$ cat src/rtl/flux_pkg.sv
// Shared definitions for the flux actor family: arbiter FSM states and
// default widths so neighbouring actors agree on token layout.
package flux_pkg;

   typedef enum logic {
      IDLE  = 1'b0,
      BURST = 1'b1
   } flux_state_e;

   localparam int FLUX_DEFAULT       = 2;
   localparam int DATA_WIDTH_DEFAULT = 18;
   localparam int SIZE_WIDTH_DEFAULT = 7;

endpackage

$ cat src/rtl/read_interface.sv
// Bank of FLUX show-ahead FIFOs seen by a consumer: per-flux empty/read,
// with dout presenting the head of whichever FIFO is being read.
interface read_interface #(
   parameter int FLUX  = 2,
   parameter int WIDTH = 8
);
   logic [FLUX-1:0]  empty;
   logic [FLUX-1:0]  read;
   logic [WIDTH-1:0] dout;

   modport actor (input empty, input dout, output read);
   modport fifo  (output empty, output dout, input read);
endinterface

$ cat src/rtl/write_interface.sv
// Single FIFO write port as seen by a producer.
interface write_interface #(
   parameter int WIDTH = 8
);
   logic [WIDTH-1:0] din;
   logic             write;
   logic             full;

   modport actor (output din, output write, input full);
   modport fifo  (input din, input write, output full);
endinterface

$ cat src/rtl/flux_rr_pick.sv
// Combinational round-robin pick: first requesting index above last,
// wrapping to the lowest requesting index at or below last.
module flux_rr_pick #(
   parameter int  FLUX      = 2,
   localparam int TAG_WIDTH = $clog2(FLUX)
) (
   input  logic [FLUX-1:0]      req,
   input  logic [TAG_WIDTH-1:0] last,
   output logic                 valid,
   output logic [TAG_WIDTH-1:0] idx
);

   // Wrapped candidates first, then candidates above last override them;
   // descending loops leave the lowest index in each group as the winner.
   always_comb begin
      valid = 1'b0;
      idx   = '0;
      for (int i = FLUX - 1; i >= 0; i--) begin
         if (req[i] && (i <= int'(last))) begin
            valid = 1'b1;
            idx   = TAG_WIDTH'(i);
         end
      end
      for (int i = FLUX - 1; i >= 0; i--) begin
         if (req[i] && (i > int'(last))) begin
            valid = 1'b1;
            idx   = TAG_WIDTH'(i);
         end
      end
   end

endmodule

$ cat src/rtl/flux_burst_arbiter.sv
// Merges FLUX tagged data streams into one output, granting a whole burst
// (length taken from the per-flux size stream) to one flux at a time.
module flux_burst_arbiter
   import flux_pkg::*;
#(
   parameter int  FLUX       = FLUX_DEFAULT,
   parameter int  DATA_WIDTH = DATA_WIDTH_DEFAULT,
   parameter int  SIZE_WIDTH = SIZE_WIDTH_DEFAULT,
   localparam int TAG_WIDTH  = $clog2(FLUX)
) (
   input  logic                 clk,
   input  logic                 rst,
   read_interface.actor         read_port_size,
   read_interface.actor         read_port_data,
   write_interface.actor        write_port,
   output logic [TAG_WIDTH-1:0] grant_tag,
   output logic                 busy
);

   flux_state_e           state_q, state_d;
   logic [SIZE_WIDTH-1:0] cnt_q, cnt_d;
   logic [SIZE_WIDTH-1:0] len_q, len_d;
   logic [TAG_WIDTH-1:0]  gnt_q, gnt_d;
   logic [TAG_WIDTH-1:0]  last_q, last_d;

   logic                  pick_valid;
   logic [TAG_WIDTH-1:0]  pick_idx;
   logic                  pick_now;
   logic                  xfer;
   logic                  last_beat;
   logic                  unused_tags;

   flux_rr_pick #(.FLUX(FLUX)) u_pick (
      .req   (~read_port_size.empty),
      .last  (last_q),
      .valid (pick_valid),
      .idx   (pick_idx)
   );

   // Everything visible is gated by rst so a reset cycle never consumes tokens.
   assign pick_now  = !rst && (state_q == IDLE) && pick_valid;
   assign xfer      = !rst && (state_q == BURST) && !read_port_data.empty[gnt_q]
                      && !write_port.full;
   assign last_beat = (cnt_q == (len_q - SIZE_WIDTH'(1)));

   assign busy      = !rst && (state_q == BURST);
   assign grant_tag = busy ? gnt_q : '0;

   // Kept separate from next-state logic: din and len depend on the FIFO
   // head that our own read selects, so mixing them would form a loop.
   assign write_port.din = {gnt_q, read_port_data.dout[DATA_WIDTH-1:0]};
   assign unused_tags    = ^{read_port_size.dout[SIZE_WIDTH+TAG_WIDTH-1:SIZE_WIDTH],
                             read_port_data.dout[DATA_WIDTH+TAG_WIDTH-1:DATA_WIDTH]};

   always_comb begin
      read_port_size.read = '0;
      read_port_data.read = '0;
      write_port.write    = 1'b0;
      if (pick_now) begin
         read_port_size.read[pick_idx] = 1'b1;
      end
      if (xfer) begin
         read_port_data.read[gnt_q] = 1'b1;
         write_port.write           = 1'b1;
      end
   end

   always_comb begin
      state_d = state_q;
      cnt_d   = cnt_q;
      len_d   = len_q;
      gnt_d   = gnt_q;
      last_d  = last_q;
      case (state_q)
         IDLE: begin
            if (pick_now) begin
               len_d = read_port_size.dout[SIZE_WIDTH-1:0];
               gnt_d = pick_idx;
               cnt_d = '0;
               // A zero-length burst is consumed in place and still rotates priority.
               if (len_d != '0) begin
                  state_d = BURST;
               end else begin
                  last_d = pick_idx;
               end
            end
         end
         BURST: begin
            if (xfer) begin
               if (last_beat) begin
                  state_d = IDLE;
                  last_d  = gnt_q;
                  cnt_d   = '0;
               end else begin
                  cnt_d = cnt_q + SIZE_WIDTH'(1);
               end
            end
         end
         default: state_d = IDLE;
      endcase
   end

   always_ff @(posedge clk) begin
      if (rst) begin
         state_q <= IDLE;
         cnt_q   <= '0;
         len_q   <= '0;
         gnt_q   <= '0;
         last_q  <= TAG_WIDTH'(FLUX - 1);
      end else begin
         state_q <= state_d;
         cnt_q   <= cnt_d;
         len_q   <= len_d;
         gnt_q   <= gnt_d;
         last_q  <= last_d;
      end
   end

endmodule

$ cat src/flat_wrapper.sv
// flat-port wrapper written by rule: the top's interface ports become plain ports
module flux_burst_arbiter_flat import flux_pkg::*;
#(
   parameter int  FLUX       = FLUX_DEFAULT,
   parameter int  DATA_WIDTH = DATA_WIDTH_DEFAULT,
   parameter int  SIZE_WIDTH = SIZE_WIDTH_DEFAULT,
   localparam int TAG_WIDTH  = $clog2(FLUX)
)
  (clk, rst, grant_tag, busy, read_port_size_empty, read_port_size_dout, read_port_size_read, read_port_data_empty, read_port_data_dout, read_port_data_read, write_port_din, write_port_write, write_port_full);
  read_interface #(.FLUX(FLUX), .WIDTH((7) + (1))) read_port_size_i ();
  read_interface #(.FLUX(FLUX), .WIDTH((18) + (1))) read_port_data_i ();
  write_interface #(.WIDTH((18) + (1))) write_port_i ();
  input  logic clk;
  input  logic rst;
  output logic [TAG_WIDTH-1:0] grant_tag;
  output logic busy;
  input wire logic [$bits(read_port_size_i.empty)-1:0] read_port_size_empty;
  input wire logic [$bits(read_port_size_i.dout)-1:0] read_port_size_dout;
  output wire logic [$bits(read_port_size_i.read)-1:0] read_port_size_read;
  input wire logic [$bits(read_port_data_i.empty)-1:0] read_port_data_empty;
  input wire logic [$bits(read_port_data_i.dout)-1:0] read_port_data_dout;
  output wire logic [$bits(read_port_data_i.read)-1:0] read_port_data_read;
  output wire logic [$bits(write_port_i.din)-1:0] write_port_din;
  output wire logic [$bits(write_port_i.write)-1:0] write_port_write;
  input wire logic [$bits(write_port_i.full)-1:0] write_port_full;
  assign read_port_size_i.empty = read_port_size_empty;
  assign read_port_size_i.dout = read_port_size_dout;
  assign read_port_size_read = read_port_size_i.read;
  assign read_port_data_i.empty = read_port_data_empty;
  assign read_port_data_i.dout = read_port_data_dout;
  assign read_port_data_read = read_port_data_i.read;
  assign write_port_din = write_port_i.din;
  assign write_port_write = write_port_i.write;
  assign write_port_i.full = write_port_full;
  flux_burst_arbiter #(.FLUX(FLUX), .DATA_WIDTH(DATA_WIDTH), .SIZE_WIDTH(SIZE_WIDTH)) u_core (.clk(clk), .rst(rst), .read_port_size(read_port_size_i), .read_port_data(read_port_data_i), .write_port(write_port_i), .grant_tag(grant_tag), .busy(busy));
endmodule
$ cat config.mk
export PLATFORM = sky130hd
export DESIGN_NAME = flux_burst_arbiter_flat
export DESIGN_NICKNAME = d
export VERILOG_FILES = /design/src/rtl/flux_pkg.sv /design/src/rtl/read_interface.sv /design/src/rtl/write_interface.sv /design/src/rtl/flux_rr_pick.sv /design/src/rtl/flux_burst_arbiter.sv /design/src/flat_wrapper.sv
export SDC_FILE = /design/constraint.sdc
export NUM_CORES = 1
export LEC_CHECK = 0
export CAP_MARGIN = 20
export CORE_ASPECT_RATIO = 0.7
export CORE_MARGIN = 2
export CORE_UTILIZATION = 36
export DETAILED_ROUTE_END_ITERATION = 8
export MAX_ROUTING_LAYER = met4
export PLACE_DENSITY_LB_ADDON = 0.05
export SLEW_MARGIN = 20
export SYNTH_ARGS = -nofsm -noshare
export SYNTH_HDL_FRONTEND = slang
export SYNTH_SLANG_ARGS = --single-unit
$ cat constraint.sdc
create_clock -name clk -period 2 [get_ports clk]
set_input_delay 0.4 -clock clk [delete_from_list [all_inputs] [get_ports clk]]
set_output_delay 0.4 -clock clk [all_outputs]
set_load 0.01 [all_outputs]
# Word-level counts from Yosys, hierarchy flattened
# Cells that the tools add are included.
# totals
register_bits	17
latch_bits	0
mem_bits_rw	0
rom_bits	0
n_memories	0
# classes
addsub	2
mul	0
div_mod_pow	0
n_lt_le_gt_ge	6
n_eq_ne	5
shift	0
n_mux	29
bitwise_logic	2
reduce_logical	16
# op_table
op	n
two-way mux 7 bit	3
two-way mux 1 bit	19
case mux 7 bit (2 select lines)	1
logical AND 1 bit	9
adder 7 x 1 -> 7 bit, second input constant	1
equality test 7 bit	1
nonzero test 7 bit	1
subtractor 7 x 1 -> 7 bit, second input constant	1
!= test 2 bit, second input constant	3
less-than comparator 1 x 2 -> 1 bit, second input constant	2
two-way mux 2 bit	2
case mux 1 bit (2 select lines)	2
AND reduction 2 bit	2
AND reduction 4 bit	1
logical NOT 1 bit	3
demux 1 bit (select 1 bit)	2
>= comparator 1 bit, second input constant	2
!= test 2 x 1 -> 1 bit, second input constant	1
NOT 2 bit	1
greater-than comparator 1 bit, first input constant	1
<= comparator 1 bit, first input constant	1
NOT 1 bit	1

# Logic depth before layout (Yosys ltp)
# Gate-level depths: netlist of the first run.
# depth
depth_word	10
depth_mapped	8
mapped_depth_nobuf	8

# Cells and area by module
# A second synthesis of the first run with hierarchy kept.
# unflattened
hier_cells	142
hier_area_um2	1164.9
# by_module_without_submodules
module	instances	cells_each	area_per_inst_um2	seq_area_each_um2
flux_burst_arbiter	1	140	1151.1	340.3
flux_rr_pick	1	2	13.8	0.0

# Least setup slack after synthesis of the first run
# OpenSTA, ideal clock, no wires.
# synth_path
kind	reg2reg
start	reg u_core.len_q[0]
end	reg u_core.cnt_q[3]
setup_time_ps	156
t_arrival_ps	1986
setup_slack_ps	-142
path_stages_with_launch	9
path_buffers	0
path_cell_list	dfxtp_1 > inv_1 > ha_1 > or3b_1 > a221o_1 > nor3_2 > o211ai_2 > nor3b_2 > nor4_1
# synth_via
elab_chain_len	5
# synth_rtl
element	line_no	text
start, declared	flux_burst_arbiter.sv:22	logic [SIZE_WIDTH-1:0] len_q, len_d;
start signal, assigned	flux_burst_arbiter.sv:113	len_q <= len_d;
subtractor 7 x 1 -> 7 bit	flux_burst_arbiter.sv:44	assign last_beat = (cnt_q == (len_q - SIZE_WIDTH'(1)));
equality test 7 bit	flux_burst_arbiter.sv:44	
two-way mux 7 bit	flux_burst_arbiter.sv:90	if (last_beat) begin
two-way mux 7 bit	flux_burst_arbiter.sv:89	if (xfer) begin
case mux 7 bit (2 select lines)	flux_burst_arbiter.sv:74	case (state_q)
end signal, assigned	flux_burst_arbiter.sv:112	cnt_q <= cnt_d;
end, declared	flux_burst_arbiter.sv:21	logic [SIZE_WIDTH-1:0] cnt_q, cnt_d;
# Every way passes these cells. The select of a mux whose other input is x is not followed.
# A chain may end at the register's enable or synchronous reset.

# Worst setup path after layout of the first run
# layout_path
start	reg u_core.len_q[1]
end	reg u_core.last_q
# layout_via
elab_chain_len	4
# layout_rtl
element	line_no	text
subtractor 7 x 1 -> 7 bit	flux_burst_arbiter.sv:44	
equality test 7 bit	flux_burst_arbiter.sv:44	
!= test 2 bit (no line)	--	
AND reduction 4 bit (no line)	--	
end signal, assigned	flux_burst_arbiter.sv:109	last_q <= TAG_WIDTH'(FLUX - 1);
end signal, assigned	flux_burst_arbiter.sv:115	last_q <= last_d;
end, declared	flux_burst_arbiter.sv:24	logic [TAG_WIDTH-1:0] last_q, last_d;
# Every way passes these cells.

==> flow_metrics.tcl, run 1 <==
set metrics [dict create \
    drt-initial-drc-count 36 \
    viasPerCell 5.04 \
    clk_pin_slew_ns 0.07 \
    switching_share 0.304 \
    synth_flop_cell "dfxtp_1" \
    clk_latency_ns 0.26 \
    path_max_fanout 4 \
    root_buffer "clkbuf_8" \
    cts.sinks 17 \
    worst_slew_pin_slew_ns 0.351 \
    ys_ff_latch 17 \
    first_global_vias 1128 \
    worst_setup_path_end_kind "flop" \
    start_kind "flop" \
    n_fill_cell 280 \
    ant_nets 0 \
    fin_setup_tns_ns -0.296 \
    core_area_um2 3150 \
    ys_seq_area_frac 0.288 \
    ys_types 44 \
    hold_buffers 0 \
    holdPathEnd "u_core.last_q" \
    maxSlewViolCount 0 \
    slew_headroom 0.764 \
    drive_above_1_share 0.426 \
    globalRouteTotalUtil 0.180 \
    cts-buffers-inserted 3 \
    setup_ws_ns -0.0832 \
    worstReg2RegStart "u_core.len_q[1]" \
    antenna_cells 0 \
    power.density_nw_per_um2 582 \
    r2r-end "u_core.last_q" \
    critical_path_class "flop to flop" \
    yosys_warnings 0 \
    postRouteWirelength_um 3040 \
    power_frac_comb 0.356 \
    irDropWorstVdd_mv 0.428 \
    final_common_cell "buf_4" \
    whs_path_depth 2 \
    p_seq_frac 0.382 \
    fp.dieW_um 72.4 \
    crit_arrival_ns 2.27 \
    async_flop_share 0 \
    r2r_slack_ns -0.08 \
    clk_path_buf_depth 2 \
    area_delta_synth_final_pct 47.5 \
    power_leakage_nw 0.734 \
    intPower_w 0.000705 \
    reg2reg_depth 8 \
    grt_max_degree 17 \
    layout.nets 225 \
    syn_nets 180 \
    wl_per_cell_um 13.5 \
    drc_errors 0 \
    dieArea_um2 3760 \
    start_util 0.375 \
    rsz0062_at_grt "yes" \
    portBuffers 21 \
    p_sw_w 0.000308 \
    period_needed_ns 2.08 \
    mostFrequentLayoutCells "buf_4, dfxtp_1, nand2_1" \
    finClkSkew_ns 0.00705 \
    synth_edf_count 0 \
    grt_pass1_wl_um 5040 \
    finalCritPeriodShare 1.04 \
    status "complete, but fails checks" \
    violations "negative setup slack" \
    critPathRequiredTime_ns 2.18 \
    syn_avg_cell_area_um2 8.19 \
    grt_overflow 0 \
    firstDrtPassIters 4 \
    hold_viol_final 0 \
    holdCritStartpoint "u_core.last_q" \
    dp_hpwl_um 2250 \
    drv_cap 0 \
    gp_congestion 0.787 \
    tritoncts "done" \
    setup_viol 7 \
    antenna_found_initial 0 \
    die_y_um 51.9 \
    boundaryPins 60 \
    hp-class "flop to flop" \
    htree_levels 1 \
    rows 17 \
    final_core_util 0.553 \
    max_freq_mhz 480 \
    post_synth_inst_count 144 \
    clockPowerShare 0.262 \
    vias 1139 \
    synth_area_um2 1180 \
]
-- repair_timing --
| action | in CTS | in global routing |
|---|---|---|
| setup buffers | 3 | 4 |
| pin swaps | 5 | 4 |
| gates resized for setup | 33 | 16 |
| setup endpoints to repair | 14 | 11 |
-- flip-flops by register name, indices dropped and copies added, names as in the netlist --
signal          count
u_core.state_q      1
u_core.last_q       1
u_core.cnt_q        7
u_core.gnt_q        1
u_core.len_q        7
-- per-layer routing --
layer,track usage,wire length (um),vias to the layer above
li1,-,-,584
met5,-,0,-
met3,0.0562,199,18
met1,0.229,1440,509
met2,0.258,1330,28
met4,0.0895,68,0
-- cells by family (layout without fill, tap and decap cells) --
| family | count (synthesis) | after routing | synth area share |
|---|---|---|---|
| AO/OA/AOI/OAI | 32 | 32 | 0.190 |
| XOR/XNOR | 11 | 11 | 0.0817 |
| adder cells (fa/ha/maj) | 2 | 2 | 0.0212 |
| buffers and inverters | 28 | 72 | 0.150 |
| flip-flops | 17 | 17 | 0.288 |
| multiplexers | 2 | 2 | 0.0180 |
| AND/OR/NAND/NOR | 52 | 52 | 0.251 |
-- cell usage after synthesis, types with 2 or more instances --
cell type / instances / share of area
o21bai_1: 2 / 0.013
o31ai_1: 2 / 0.013
ha_1: 2 / 0.021
xnor2_1: 5 / 0.037
nand2_1: 12 / 0.038
xor2_1: 6 / 0.045
o21ai_0: 8 / 0.034
dfxtp_1: 17 / 0.29
nor2_1: 7 / 0.022
and2_1: 2 / 0.011
inv_1: 5 / 0.016
o31ai_2: 2 / 0.021
a21oi_1: 5 / 0.021
nor4_1: 6 / 0.032
clkbuf_1: 4 / 0.013
nand2b_1: 8 / 0.042
nor3_1: 3 / 0.013
nand4_1: 3 / 0.016
or2b_1: 2 / 0.013
buf_4: 19 / 0.12
-- worst max-delay path by stage --
stage                       startpoint                      to  slack (ns)
5_1_grt                u_core.len_q[1]           u_core.last_q       -0.19
4_1_cts                u_core.len_q[1]           u_core.last_q       -0.06
6_report               u_core.len_q[1]           u_core.last_q       -0.08
3_5_place_dp   read_port_data_empty[0]  read_port_data_read[1]       -0.60
2_1_floorplan          u_core.len_q[0]           u_core.last_q        0.03
3_3_place_gp   read_port_data_empty[1]  read_port_data_read[1]       -0.55
-- power by group through the flow --
| stage | logic [W] | clock network, W | registers (W) |
|---|---|---|---|
| 2_1_floorplan | 0.000200 | 0 | 0.000391 |
| 3_3_place_gp | 0.000329 | 0 | 0.000392 |
| 3_5_place_dp | 0.000331 | 0 | 0.000392 |
| 4_1_cts | 0.000337 | 0.000277 | 0.000386 |
| 5_1_grt | 0.000399 | 0.000287 | 0.000390 |
| 6_report | 0.000361 | 0.000265 | 0.000387 |
-- per-stage QoR --
stage | std cells | total power, W | area (um2) | setup WS, ns | hold WS (ns)
after global routing | 226 | 0.00108 | 1740 | -0.193 | 0.544
after detailed placement | 215 | 0.000723 | 1560 | -0.595 | 0.505
after floorplan | 144 | 0.000591 | 1190 | 0.0322 | 0.461
after global placement | 215 | 0.000721 | 1560 | -0.550 | 0.504
final | 226 | 0.00101 | 1740 | -0.0832 | 0.514
after CTS | 222 | 0.00100 | 1640 | -0.0570 | 0.517
-- worst max-delay path: stages, from the launching register on --
cell and delay [ns]:
dfxtp_2 0.33, inv_2 0.07, ha_4 0.13, or3b_4 0.37, a221o_1 0.32, nor3_2 0.12, o211ai_2 0.18, o31ai_2 0.29
mux2i_1 0.21
-- layout make-up --
cell class	count	area, um2	area share
flip-flops and latches	17	344	0.198
clock buffers	4	45.0	0.0259
multi-input cells	99	763	0.439
repair buffers	63	519	0.298
inverters	5	21.3	0.0122
well taps	38	47.5	0.0273
Note: power is estimated with default switching activity, not from simulation.
==> inputs of run 2 (changes only) <==
Settings changed: CAP_MARGIN 20 to 0, SLEW_MARGIN 20 to default.
==> results of run 2 <==
Final layout, timing and power as in run 1 (identical DEF).
==> inputs of run 3 (changes only) <==
Settings changed: CORE_UTILIZATION 36 to 35, MAX_ROUTING_LAYER met4 to default, SLEW_MARGIN from default to 20.
==> run 3 against run 2 <==
  * The flow still finishes with violations (negative setup slack)
  * Clock power decreased by 2%
  * Sequential share of layout area is 1.1 points higher
  * Power decreased by 0.58%
  * Flip-flop and latch count stayed put
  * Largest power group unchanged
  * Die area grew 2.7%
  * Non-clock buffer count decreased by 5
  * Cell count fell by 2.2%
==> flow_metrics.tcl, run 3 (synthesis gave the netlist of run 1 again) <==
set metrics [dict create \
    status "complete, but fails checks" \
    violations "negative setup slack" \
    antenna_found_initial 0 \
    area_delta_synth_final_pct 39.7 \
    setup_viol 7 \
    period_needed_ns 2.11 \
    drv_cap 0 \
    root_buffer "clkbuf_8" \
    max_freq_mhz 474 \
    globalRouteTotalUtil 0.177 \
    clk_latency_ns 0.25 \
    ant_nets 0 \
    critPathRequiredTime_ns 2.14 \
    final_common_cell "buf_4" \
    top_regs "u_core.cnt_q (7), u_core.len_q (7)" \
    worst_setup_path_end_kind "flop" \
    cts-buffers-inserted 3 \
    start_util 0.370 \
    irDropWorstVdd_mv 0.279 \
    clk_path_buf_depth 2 \
    slew_headroom 0.752 \
    firstDrtPassIters 4 \
    dieArea_um2 3860 \
    maxSlewViolCount 0 \
    n_fill_cell 307 \
    vias 1127 \
    drc_errors 0 \
    grt_overflow 0 \
    path_max_fanout 4 \
    mostFrequentLayoutCells "buf_4, dfxtp_1, nand2_1" \
    power_leakage_nw 0.700 \
    critical_path_class "flop to flop" \
    fin_hold_ws_ns 0.505 \
    rows 17 \
    first_global_vias 1069 \
    final_core_util 0.516 \
    htree_levels 1 \
    start_kind "flop" \
    fp.dieW_um 73.4 \
    dp_hpwl_um 2330 \
    finalCritPeriodShare 1.06 \
    crit_arrival_ns 2.25 \
    rsz0062_at_grt "yes" \
    clk_pin_slew_ns 0.07 \
    layout.nets 220 \
    gp_congestion 0.832 \
    hp-class "flop to flop" \
    boundaryPins 60 \
    power.density_nw_per_um2 611 \
    grt_pass1_wl_um 5150 \
    postRouteWirelength_um 3140 \
    core_area_um2 3190 \
    drt-initial-drc-count 108 \
    fin_setup_tns_ns -0.648 \
    cts.sinks 17 \
    viasPerCell 5.10 \
    finClkSkew_ns 0.00134 \
    setup_ws_ns -0.111 \
    hold_viol_final 0 \
    portBuffers 21 \
    drive_above_1_share 0.366 \
    antenna_cells 0 \
    worst_slew_pin_slew_ns 0.372 \
    wl_per_cell_um 14.2 \
    tritoncts "done" \
    grt_max_degree 19 \
    die_y_um 52.6 \
]
## run 3: changes by cell type in the layout (fill, tap and decap cells not counted), sizes merged
| cell | change |
|---|---|
| buf | -6 |
| clkbuf | +1 |
## run 3: repair_timing
| item | 4_1_cts | 5_1_grt |
|---|---|---|
| endpoints found under the hold margin | 0 | 0 |
| endpoints found under the setup margin | 14 | 13 |
| hold buffers | 0 | 0 |
| pin swaps | 7 | 5 |
| gates resized for setup | 29 | 8 |
| setup buffers | 1 | 1 |
## run 3: per-layer routing
metal | share of wire | GRT usage | vias to the layer above
met2 | 0.44 | 0.263 | 26
met1 | 0.49 | 0.249 | 505
met3 | 0.045 | 0.0423 | 20
li1 | - | - | 576
met4 | 0.021 | 0.0606 | 0
met5 | 0 | 0 | -
## run 3: area by class of cell
cell class	instances	area [um2]	area share
timing repair buffer	58	469	0.285
inverter	5	18.8	0.0114
sequential	17	344	0.209
clock buffer	4	45.0	0.0273
tap	38	47.5	0.0289
multi-input combinational	99	723	0.439
## run 3: where the power goes
group          internal, W  switching [W]  leakage, nW
registers         0.000362      0.0000258        0.140
logic             0.000201       0.000159        0.537
clock network     0.000141       0.000118       0.0228
total             0.000704       0.000303        0.700
## run 3: metrics by stage
stage / area [um2] / cells / total power (W) / setup WS, ns
2_1_floorplan: 1190 / 144 / 0.000591 / 0.0322
3_3_place_gp: 1560 / 215 / 0.000721 / -0.549
3_5_place_dp: 1560 / 215 / 0.000724 / -0.576
4_1_cts: 1630 / 220 / 0.00100 / -0.0908
5_1_grt: 1650 / 221 / 0.00107 / -0.188
6_report: 1650 / 221 / 0.00101 / -0.111
## run 3: worst paths after layout
kind / startpoint / endpoint / slack (ns) / cells after the start
max: u_core.len_q[1] / u_core.cnt_q[6] / -0.11 / 9
min: u_core.len_q[6] / u_core.len_q[6] / 0.51 / 2
max reg2reg: u_core.len_q[1] / u_core.cnt_q[6] / -0.11 / 9
min reg2reg: u_core.len_q[6] / u_core.len_q[6] / 0.51 / 2
## run 3: worst max-delay path, stage by stage (launching register included)
cell and delay [ns]:
dfxtp_2 0.33, inv_2 0.07, ha_4 0.13, or3b_4 0.37, a221o_1 0.33, nor3_2 0.13
o211ai_2 0.19, nor3b_2 0.25, buf_4 0.16, nor4_1 0.04
